--- src/rtl/rv32i_bus_pkg.sv ---
// rv32i_bus_pkg: shared APB bridge types and constants.
package rv32i_bus_pkg;
    typedef enum logic [1:0] {IDLE, SETUP, ACCESS, DONE} apb_state_e;
    localparam int APB_TIMEOUT_DEFAULT = 15;
    localparam logic [31:0] APB_BASE = 32'h1000_0000;
    localparam logic [31:0] APB_MASK = 32'hFFFF_0000;
endpackage

--- src/rtl/apb_master_bridge_if.sv ---
// apb_master_bridge_if: APB requester/completer signal bundle.
interface apb_master_bridge_if;
    logic [31:0] PADDR, PWDATA, PRDATA;
    logic [3:0] PSTRB;
    logic PWRITE, PSEL, PENABLE, PREADY, PSLVERR;
    modport master(output PADDR, PWDATA, PSTRB, PWRITE, PSEL, PENABLE, input PRDATA, PREADY, PSLVERR);
    modport slave(input PADDR, PWDATA, PSTRB, PWRITE, PSEL, PENABLE, output PRDATA, PREADY, PSLVERR);
endinterface

--- src/rtl/apb_master_bridge.sv ---
// apb_master_bridge: turns a core load/store request into one APB transfer, stalling the core until DONE.
module apb_master_bridge
    import rv32i_bus_pkg::*;
#(
    parameter int APB_TIMEOUT = APB_TIMEOUT_DEFAULT
) (
    input  logic                clk,
    input  logic                reset,
    input  logic                bus_re,
    input  logic                bus_we,
    input  logic [31:0]         dAddr,
    input  logic [31:0]         dWdata,
    input  logic [3:0]          wstrb,
    output logic [31:0]         dRdata,
    output logic                stall,
    output logic                bus_err,
    apb_master_bridge_if.master apb
);
    localparam logic [3:0] TO_LAST = 4'(APB_TIMEOUT - 1);
    apb_state_e state;
    logic [3:0] cnt;
    logic req;
    assign req = bus_re | bus_we;
    // Held low during reset so the core is released together with the bus.
    assign stall = req & reset & (state != DONE);
    always_ff @(posedge clk or negedge reset) begin
        if (!reset) begin
            state       <= IDLE;
            cnt         <= '0;
            dRdata      <= '0;
            bus_err     <= 1'b0;
            apb.PADDR   <= '0;
            apb.PWDATA  <= '0;
            apb.PSTRB   <= '0;
            apb.PWRITE  <= 1'b0;
            apb.PSEL    <= 1'b0;
            apb.PENABLE <= 1'b0;
        end else begin
            case (state)
                IDLE: if (req) begin
                    apb.PADDR  <= dAddr;
                    apb.PWDATA <= dWdata;
                    apb.PSTRB  <= wstrb & {4{bus_we}};
                    apb.PWRITE <= bus_we;
                    apb.PSEL   <= 1'b1;
                    cnt        <= '0;
                    state      <= SETUP;
                end
                SETUP: begin
                    apb.PENABLE <= 1'b1;
                    state       <= ACCESS;
                end
                ACCESS: if (apb.PREADY) begin
                    dRdata      <= apb.PWRITE ? 32'h0 : apb.PRDATA;
                    bus_err     <= bus_err | apb.PSLVERR;
                    apb.PSEL    <= 1'b0;
                    apb.PENABLE <= 1'b0;
                    state       <= DONE;
                end else begin
                    cnt <= cnt + 4'd1;
                    if (cnt == TO_LAST) begin
                        dRdata      <= '0;
                        bus_err     <= 1'b1;
                        apb.PSEL    <= 1'b0;
                        apb.PENABLE <= 1'b0;
                        state       <= DONE;
                    end
                end
                default: state <= IDLE;
            endcase
        end
    end
endmodule
--- src/flat_wrapper.sv ---
// flat-port wrapper written by rule: the top's interface ports become plain ports
module apb_master_bridge_flat import rv32i_bus_pkg::*;
#(
    parameter int APB_TIMEOUT = APB_TIMEOUT_DEFAULT
)
  (clk, reset, bus_re, bus_we, dAddr, dWdata, wstrb, dRdata, stall, bus_err, apb_PADDR, apb_PWDATA, apb_PSTRB, apb_PWRITE, apb_PSEL, apb_PENABLE, apb_PRDATA, apb_PREADY, apb_PSLVERR);
  apb_master_bridge_if apb_i ();
  input  logic clk;
  input  logic reset;
  input  logic bus_re;
  input  logic bus_we;
  input  logic [31:0] dAddr;
  input  logic [31:0] dWdata;
  input  logic [3:0] wstrb;
  output logic [31:0] dRdata;
  output logic stall;
  output logic bus_err;
  output wire logic [$bits(apb_i.PADDR)-1:0] apb_PADDR;
  output wire logic [$bits(apb_i.PWDATA)-1:0] apb_PWDATA;
  output wire logic [$bits(apb_i.PSTRB)-1:0] apb_PSTRB;
  output wire logic [$bits(apb_i.PWRITE)-1:0] apb_PWRITE;
  output wire logic [$bits(apb_i.PSEL)-1:0] apb_PSEL;
  output wire logic [$bits(apb_i.PENABLE)-1:0] apb_PENABLE;
  input wire logic [$bits(apb_i.PRDATA)-1:0] apb_PRDATA;
  input wire logic [$bits(apb_i.PREADY)-1:0] apb_PREADY;
  input wire logic [$bits(apb_i.PSLVERR)-1:0] apb_PSLVERR;
  assign apb_PADDR = apb_i.PADDR;
  assign apb_PWDATA = apb_i.PWDATA;
  assign apb_PSTRB = apb_i.PSTRB;
  assign apb_PWRITE = apb_i.PWRITE;
  assign apb_PSEL = apb_i.PSEL;
  assign apb_PENABLE = apb_i.PENABLE;
  assign apb_i.PRDATA = apb_PRDATA;
  assign apb_i.PREADY = apb_PREADY;
  assign apb_i.PSLVERR = apb_PSLVERR;
  apb_master_bridge #(.APB_TIMEOUT(APB_TIMEOUT)) u_core (.clk(clk), .reset(reset), .bus_re(bus_re), .bus_we(bus_we), .dAddr(dAddr), .dWdata(dWdata), .wstrb(wstrb), .dRdata(dRdata), .stall(stall), .bus_err(bus_err), .apb(apb_i));
endmodule
--- config.mk ---
export PLATFORM = sky130hd
export DESIGN_NAME = apb_master_bridge_flat
export DESIGN_NICKNAME = d
export VERILOG_FILES = /design/src/rtl/rv32i_bus_pkg.sv /design/src/rtl/apb_master_bridge_if.sv /design/src/rtl/apb_master_bridge.sv /design/src/flat_wrapper.sv
export SDC_FILE = /design/constraint.sdc
export NUM_CORES = 1
export LEC_CHECK = 0
export CAP_MARGIN = 40
export CORE_UTILIZATION = 40
export CTS_CLUSTER_SIZE = 12
export DETAILED_ROUTE_END_ITERATION = 7
export PLACE_DENSITY = 0.87
export SLEW_MARGIN = 20
export SYNTH_ARGS = -nofsm -noshare
export SYNTH_HDL_FRONTEND = slang
export SYNTH_SLANG_ARGS = --single-unit
--- constraint.sdc ---
create_clock -name clk -period 1.69 [get_ports clk]
set_input_delay 0.169 -clock clk [delete_from_list [all_inputs] [get_ports clk]]
set_output_delay 0.169 -clock clk [all_outputs]
set_load 0.02 [all_outputs]
Word level (Yosys, flattened, before mapping) --
Cells that the tools add are included.
Storage, ports and cells: register bits 110, output and inout port bits 105, input port bits 106
Cells by class: add/sub/neg operators 1, reduce and logical (&&, ||, !) cells 10, bitwise operators 5, multiplexer cells 17, eq/ne operators 7
Operators by type and width (number):
- 32-bit 2-to-1 mux | 3
- 4-bit 2-to-1 mux | 2
- 4-bit one-hot mux with 2 select lines | 1
- 2-bit AND reduction | 4
- 2-bit 2-to-1 mux | 3
- 2-bit one-hot mux with 3 select lines | 1
- 3-bit AND reduction | 2
- 2-bit nonzero test | 3
- 1-bit 2-to-1 mux | 5
- 4-bit by 1-bit adder with 4-bit output (second input constant) | 1
- 4-bit AND | 1
- 4-bit equality test (second input constant) | 1
- 2-bit != test (second input constant) | 2
- 1-bit one-hot mux with 2 select lines | 2
- 3-bit by 2-bit != test with 1-bit output (second input constant) | 1
- 1-bit AND | 2
- 2-bit by 1-bit equality test with 1-bit output (second input constant) | 1
- 2-bit equality test (second input constant) | 1
- 2-bit logical NOT | 1
- 2-bit by 1-bit != test with 1-bit output (second input constant) | 1
- 1-bit OR | 2

Logic depth before layout (Yosys ltp) --
Gate-level depths: netlist (run 1).
word-level depth 4, depth in mapped cells 7, depth with buffers taken out 5

Worst setup path before layout (run 1) --
No wires, ideal clock.
path type register to register, start reg u_core.state[0], end reg u_core.state[0], setup slack 136 ps, data arrival time 1426 ps, clock period less this slack 1554 ps, required time 1562 ps, library setup time 128 ps, stages on the path, launching flop included 7, cells stage by stage dfrtp_1 inv_1 ha_1 buf_6 nor3b_4 a31oi_2 mux2_1
Between the ends: cells in the longest elaborated chain, start to end 3
Ends and longest elaborated chain:
- start, declared | line apb_master_bridge.sv:20 | apb_state_e state;
- start signal, assigned | line apb_master_bridge.sv:28 | state <= IDLE;
- start signal, assigned | line apb_master_bridge.sv:47 | state <= SETUP;
- start signal, assigned | line apb_master_bridge.sv:51 | state <= ACCESS;
- 2-bit equality test or 2-bit logical NOT (tied branches) | line apb_master_bridge.sv:39 | case (state)
- 3-bit by 2-bit != test with 1-bit output (no source line) or 2-bit by 1-bit != test with 1-bit output (tied branches)
- 2-bit AND reduction (no source line)
Several ways; a longest one is shown, not always the timed one. A chain may end at the register's enable or synchronous reset.

Worst setup path in the final report (run 1) --
start reg u_core.state[0], end out stall
Between the ends: cells in the longest elaborated chain, start to end 2
Ends and longest elaborated chain:
- 2-bit != test | line apb_master_bridge.sv:25 | assign stall = req & reset & (state != DONE);
- 1-bit AND | line apb_master_bridge.sv:25
- end, declared | line flat_wrapper.sv:16 | output logic stall;
No other way between the ends.

==> results.sh, run 1 <==
export IMPL_run_status="finished, final reports clean"
export IMPL_vias=3199
export IMPL_highest_cell_delay_on_the_worst_timing_path_ns=0.43
export IMPL_critical_path_slowest_cell="sky130_fd_sc_hd__dfrtp_1"
export IMPL_overflow=0
export IMPL_net_switching_power_w=0.00472
export IMPL_cp_cell_sequence="ha_1, nor3b_1, buf_4"
export IMPL_yosysWarningCount=0
export IMPL_drc=0
export IMPL_clock_root_buffer="sky130_fd_sc_hd__clkbuf_8"
export IMPL_cts_max_level=3
export IMPL_max_clock_path_buffers=2
export IMPL_yosysMostFrequentCell="sky130_fd_sc_hd__dfrtp_1"
export IMPL_synth_edff_count=0
export IMPL_synthesis_area_mm2=0.00429
export IMPL_row_count=37
export IMPL_synthesized_area_divided_by_synthesized_cell_count_um2=15.0
export IMPL_hpwl_um=7750
export IMPL_slew_viol_final=0
export IMPL_worstPathBufferInverterCount=1
export IMPL_cts_tree="done"
export IMPL_synth_top_cell_area_share=0.642
export IMPL_postRouteWirelength_um=10800
export IMPL_preCtsSetupSlack_ns=-0.0813
export IMPL_post_route_period_util=0.967
export IMPL_areaGrowthSynthToFinish_pct=59.5
export IMPL_hold_path_class="in -> reg"
export IMPL_layout_area_seq_mm2=0.00276
export IMPL_synth_top_cells_by_area="sky130_fd_sc_hd__dfrtp_1 64%, sky130_fd_sc_hd__mux2_2 15%, sky130_fd_sc_hd__a22o_1 6.5%, sky130_fd_sc_hd__mux2_1 1.8%, sky130_fd_sc_hd__ha_1 1.8%"
export IMPL_synth_seq_cells=110
export IMPL_worstSetupEndpointType="output port"
export IMPL_fin_crit_ns=1.63
export IMPL_final_area_mm2=0.00684
export IMPL_vias_per_cell=4.95
export IMPL_gp_congestion=0.756
export IMPL_cap_viol_max_count=0
export IMPL_die_height_um=106
export IMPL_setup_viol=0
export IMPL_layout_nets=617
export IMPL_async_reset_ff_frac=1.00
export IMPL_power_share_combinational=0.528
export IMPL_core_area_mm2=0.0104
export IMPL_synthTopCellsByCount="110 x sky130_fd_sc_hd__dfrtp_1, 58 x sky130_fd_sc_hd__mux2_2, 32 x sky130_fd_sc_hd__a22o_1"
export IMPL_post_route_setup_slack_ns=0.0551
export IMPL_floorplan_initialDensity=0.413
export IMPL_drt_pass1_iterations=4
export IMPL_post_layout_total_power_w=0.0128
export IMPL_vdd_ir_drop_max_mv=1.02
export IMPL_clkSlewWorstSetupHoldPaths_ns=0.10
export IMPL_tns_ns=0
export IMPL_cellLeakagePower_nw=2.94
export IMPL_cp_required_ns=1.52
export IMPL_cts_buffers=9
export IMPL_met2_wl_post_dr_um=5710
export IMPL_drt_wirelength_per_cell_um=16.8
export IMPL_detailedRoute_firstIterationViolations=153
export IMPL_synth_lib_cells_used_distinct=27
export IMPL_startpoint_type="register"
export IMPL_grt_max_degree=111
export IMPL_insertedDiodeCount=0
export IMPL_layout_drive_gt1_share=0.198
export IMPL_maxClockFrequency_mhz=612
export IMPL_grt_antenna_before_repair=0
export IMPL_grt_pass1_wl_um=17700
export IMPL_power_density_mw_per_mm2=1880
export IMPL_width_of_the_die_um=106
export IMPL_r2r_setup_slack_ns=0.07
export IMPL_worst_ep_arrival_time_ns=1.47
export IMPL_worst_slew_pin_slew_ns=0.607
export IMPL_ant_nets=0
export IMPL_setup_worst_path_class="reg -> out"
export IMPL_power_share_sequential=0.353
export IMPL_filler_cell_count=781
export IMPL_clk_latency_ns=0.36
export IMPL_worst_clock_skew_ns=0.00789
export IMPL_sequential_fraction_of_the_synthesis_area=0.642
export IMPL_grt_use_total=0.204
export IMPL_multi_input_comb_area_mm2=0.00144
export IMPL_dr_wl_met3_um=715
export IMPL_power_switching_share=0.368
export IMPL_die_area_mm2=0.0111
export IMPL_clock_sink_count=110
export IMPL_m1WireLength_um=4200
export IMPL_synth_top_flop_cell="sky130_fd_sc_hd__dfrtp_1"
export IMPL_port_buffers=210
export IMPL_hold_violations=0
export IMPL_max_slew_margin_rel=0.596
export IMPL_synth_nets=398
export IMPL_whs_ns=0.355
export IMPL_postSynthCellCount=286
export IMPL_worst_path_max_fanout=4
export IMPL_critical_path_top_delay_family="flip-flops"
export IMPL_placement_cell_area_mm2=0.00657
export IMPL_first_global_vias=3487
export IMPL_internal_power_w=0.00811
export IMPL_clock_power_share=0.119
export IMPL_yosys_area_top_type="sky130_fd_sc_hd__dfrtp_1"
export IMPL_routed_top_layer="met4"
export IMPL_num_io_pins=211
[final timing paths]
kind	depth (start not counted)	endpoint	start
setup / recovery	3	stall	u_core.state[0]$_DFFE_PN0P_
hold / removal	3	u_core.apb.PSTRB[3]$_DFFE_PN0P_	wstrb[3]
setup reg to reg	5	u_core.state[0]$_DFFE_PN0P_	u_core.state[1]$_DFFE_PN0P_
hold reg to reg	1	u_core.bus_err$_DFFE_PN0P_	u_core.bus_err$_DFFE_PN0P_
max in group asynchronous	3	u_core.cnt[0]$_DFFE_PN0P_	reset
min in group asynchronous	3	u_core.apb.PWDATA[30]$_DFFE_PN0P_	reset
[sequential cells by signal, summed over array words and instances (netlist names)]
name                cells
u_core.apb.PADDR       32
u_core.apb.PENABLE      1
u_core.apb.PSEL         1
u_core.apb.PSTRB        4
u_core.apb.PWDATA      32
u_core.apb.PWRITE       1
u_core.bus_err          1
u_core.cnt              4
u_core.dRdata          32
u_core.state            2
[stage by stage]
| step | utilization | cells |
|---|---|---|
| after floorplan | - | 286 |
| after global placement | 0.634 | 625 |
| after detailed placement | 0.634 | 625 |
| after CTS | 0.655 | 643 |
| after global routing | 0.659 | 646 |
| final | 0.659 | 646 |
[cells in the final DEF, fill, tap and decap left out, drive strengths merged, types with 3 or more instances in the layout]
cell	count
nor2	4
a22o	32
dfrtp	110
clkdlybuf4s50	207
o21ai	9
nor3b	3
nand2	12
nand3	11
clkbuf	11
inv	7
buf	16
mux2	65
ha	6
[power groups by stage]
stage / sequential (W) / clock, W / combinational, W
after global routing: 0.00468 / 0.00170 / 0.00719
after CTS: 0.00452 / 0.00160 / 0.00676
after global placement: 0.00448 / 0 / 0.00651
final: 0.00453 / 0.00153 / 0.00677
after detailed placement: 0.00456 / 0 / 0.00667
after floorplan: 0.00591 / 0 / 0.00211
[worst reg2reg max path, stage by stage, from the launching register on]
cell                      delay [ns]
sky130_fd_sc_hd__dfrtp_2        0.45
sky130_fd_sc_hd__inv_2          0.10
sky130_fd_sc_hd__ha_4           0.17
sky130_fd_sc_hd__nor3b_4        0.36
sky130_fd_sc_hd__a31oi_2        0.10
sky130_fd_sc_hd__mux2_1         0.33
[layer usage]
metal	GRT usage	up-vias
met5	0	-
met3	0.0489	14
met2	0.363	129
li1	-	1461
met1	0.241	1595
met4	0.0694	0
[area by class of cell]
| cell class | instances | area share |
|---|---|---|
| Clock buffer | 11 | 0.0221 |
| Clock inverter | 5 | 0.00604 |
| Inverter | 5 | 0.00274 |
| Multi-Input combinational cell | 154 | 0.210 |
| Sequential cell | 110 | 0.403 |
| Tap cell | 136 | 0.0249 |
| Timing Repair Buffer | 225 | 0.331 |
[logic make-up after synthesis]
kind of cell	count (synthesis)	share of synthesized area
AO/OA/AOI/OAI	46	0.0887
adder cells (fa/ha/maj)	6	0.0175
buffers and inverters	22	0.0315
flip-flops	110	0.642
multiplexers	66	0.173
AND/OR/NAND/NOR	36	0.0470
[timing repair]
| item | CTS | global route |
|---|---|---|
| setup endpoints to repair | 45 | 42 |
| resized for setup | 8 | 8 |
| hold buffers | 1 | 0 |
| buffers inserted | 1 | 3 |
| hold endpoints to repair | 110 | 0 |
Power figures use the tool's default switching activity.
==> run 2, diff against run 1 <==
- PLACE_DENSITY: 0.87 -> 0.8
==> results.sh, run 2 (synthesis gave the netlist of run 1 again) <==
export IMPL_vias_per_cell=4.94
export IMPL_floorplan_initialDensity=0.413
export IMPL_ant_nets=0
export IMPL_worst_path_max_fanout=33
export IMPL_fin_crit_ns=1.63
export IMPL_layout_cells_most_common="sky130_fd_sc_hd__clkdlybuf4s50_1"
export IMPL_postRouteWirelength_um=10700
export IMPL_width_of_the_die_um=106
export IMPL_grt_use_total=0.194
export IMPL_critical_path_slowest_cell="sky130_fd_sc_hd__dfrtp_1"
export IMPL_highest_cell_delay_on_the_worst_timing_path_ns=0.44
export IMPL_hpwl_um=7840
export IMPL_cts_tree="done"
export IMPL_cts_buffers=9
export IMPL_final_area_mm2=0.00684
export IMPL_regToRegStartpoint="u_core.cnt[0]$_DFFE_PN0P_"
export IMPL_cp_required_ns=1.98
export IMPL_clk_latency_ns=0.36
export IMPL_grt_max_degree=111
export IMPL_preCtsSetupSlack_ns=-0.0793
export IMPL_cp_cell_sequence="inv_1, ha_1, a31oi_2, nand2b_1, buf_12, a22o_1"
export IMPL_post_layout_total_power_w=0.0128
export IMPL_vdd_ir_drop_max_mv=1.15
export IMPL_worst_ep_arrival_time_ns=1.92
export IMPL_port_buffers=210
export IMPL_die_height_um=106
export IMPL_critical_path_origin="u_core.cnt[0]$_DFFE_PN0P_"
export IMPL_detailedRoute_firstIterationViolations=153
export IMPL_clock_sink_count=110
export IMPL_areaGrowthSynthToFinish_pct=59.6
export IMPL_setup_worst_path_class="reg -> reg"
export IMPL_drt_wirelength_per_cell_um=16.5
export IMPL_min_delay_start="wstrb[0]"
export IMPL_insertedDiodeCount=0
export IMPL_cellLeakagePower_nw=2.94
export IMPL_hold_path_class="in -> reg"
export IMPL_largestRegisters="u_core.apb.PADDR x32, u_core.apb.PWDATA x32, u_core.dRdata x32"
export IMPL_instances_no_fill=648
export IMPL_post_route_setup_slack_ns=0.0616
export IMPL_startpoint_type="register"
export IMPL_worstPathBufferInverterCount=2
export IMPL_worst_slew_pin_slew_ns=0.588
export IMPL_die_area_mm2=0.0111
export IMPL_drc=0
export IMPL_layout_drive_gt1_share=0.189
export IMPL_critical_path_top_delay_family="flip-flops"
export IMPL_row_count=37
export IMPL_run_status="finished, final reports clean"
export IMPL_power_density_mw_per_mm2=1870
export IMPL_tns_ns=0
export IMPL_num_io_pins=211
export IMPL_cell_count_after_placement=631
export IMPL_clock_root_buffer="sky130_fd_sc_hd__clkbuf_8"
export IMPL_maxClockFrequency_mhz=614
export IMPL_core_area_mm2=0.0104
export IMPL_post_route_period_util=0.964
export IMPL_layout_nets=619
export IMPL_cap_viol_max_count=0
export IMPL_worst_clock_skew_ns=0.0103
export IMPL_setup_viol=0
export IMPL_filler_cell_count=798
export IMPL_layout_common_cells="208 x sky130_fd_sc_hd__clkdlybuf4s50_1, 110 x sky130_fd_sc_hd__dfrtp_1, 58 x sky130_fd_sc_hd__mux2_2, 32 x sky130_fd_sc_hd__a22o_1, 13 x sky130_fd_sc_hd__buf_4"
export IMPL_hold_violations=0
export IMPL_vias=3198
export IMPL_max_clock_path_buffers=2
export IMPL_cts_max_level=3
export IMPL_drt_pass1_iterations=4
export IMPL_first_global_vias=3329
export IMPL_placement_cell_area_mm2=0.00662
export IMPL_clkSlewWorstSetupHoldPaths_ns=0.10
export IMPL_gp_congestion=0.778
export IMPL_grt_pass1_wl_um=16800
export IMPL_overflow=0
export IMPL_worstSetupEndpointType="register"
export IMPL_max_slew_margin_rel=0.608
export IMPL_grt_antenna_before_repair=0
export IMPL_slew_viol_final=0
-- run 2: cell count changes in the layout (fill, tap and decap cells not counted), sizes merged --
cell,previous run,this run
buf,16,18
bufinv,0,1
clkbuf,11,12
clkdlybuf4s50,207,208
clkinv,1,0
dlymetal6s2s,1,0
inv,7,6
-- run 2: power breakdown --
part | internal (W) | switching (W)
combinational | 0.00361 | 0.00311
clock | 0.000734 | 0.000864
sequential | 0.00384 | 0.000658
-- run 2: layer usage --
metal,track usage,wire length [um]
met1,0.230,4320
met2,0.344,5470
met3,0.0414,663
met4,0.0774,232
met5,0,0
-- run 2: stage by stage --
step	hold slack, ns	utilization
final	0.378	0.660
after global routing	0.387	0.660
after CTS	0.363	0.658
after detailed placement	0.342	0.638
after global placement	0.338	0.638
after floorplan	-0.127	-
-- run 2: cell type report --
cell class,instances,area (um2),share of cell area
clock inverters,4,53.8,0.00786
well taps,136,170,0.0249
repair buffers,227,2270,0.332
inverters,5,18.8,0.00274
multi-input cells,154,1430,0.208
flip-flops and latches,110,2750,0.402
clock buffers,12,145,0.0212
-- run 2: final timing paths --
check	depth (start not counted)	to	slack, ns
max	6	u_core.dRdata[7]$_DFFE_PN0P_	0.06
min	3	u_core.apb.PSTRB[0]$_DFFE_PN0P_	0.38
max reg2reg	6	u_core.dRdata[7]$_DFFE_PN0P_	0.06
min reg2reg	2	u_core.apb.PSTRB[1]$_DFFE_PN0P_	0.47
max in group asynchronous	3	u_core.apb.PWDATA[19]$_DFFE_PN0P_	0.73
min in group asynchronous	3	u_core.apb.PWDATA[30]$_DFFE_PN0P_	0.52
-- run 2: what timing repair did --
action                                  4_1_cts  5_1_grt
setup buffers                                 0        0
hold endpoints to repair                    110        0
gates resized for setup                       4        5
endpoints found under the setup margin        1       44
hold buffers                                  1        0
cloned                                        0        0
-- run 2: worst min-delay path: stages --
cell and delay, ns:
sky130_fd_sc_hd__clkdlybuf4s50_1 0.41, sky130_fd_sc_hd__nand3_1 0.08, sky130_fd_sc_hd__nand2_1 0.05
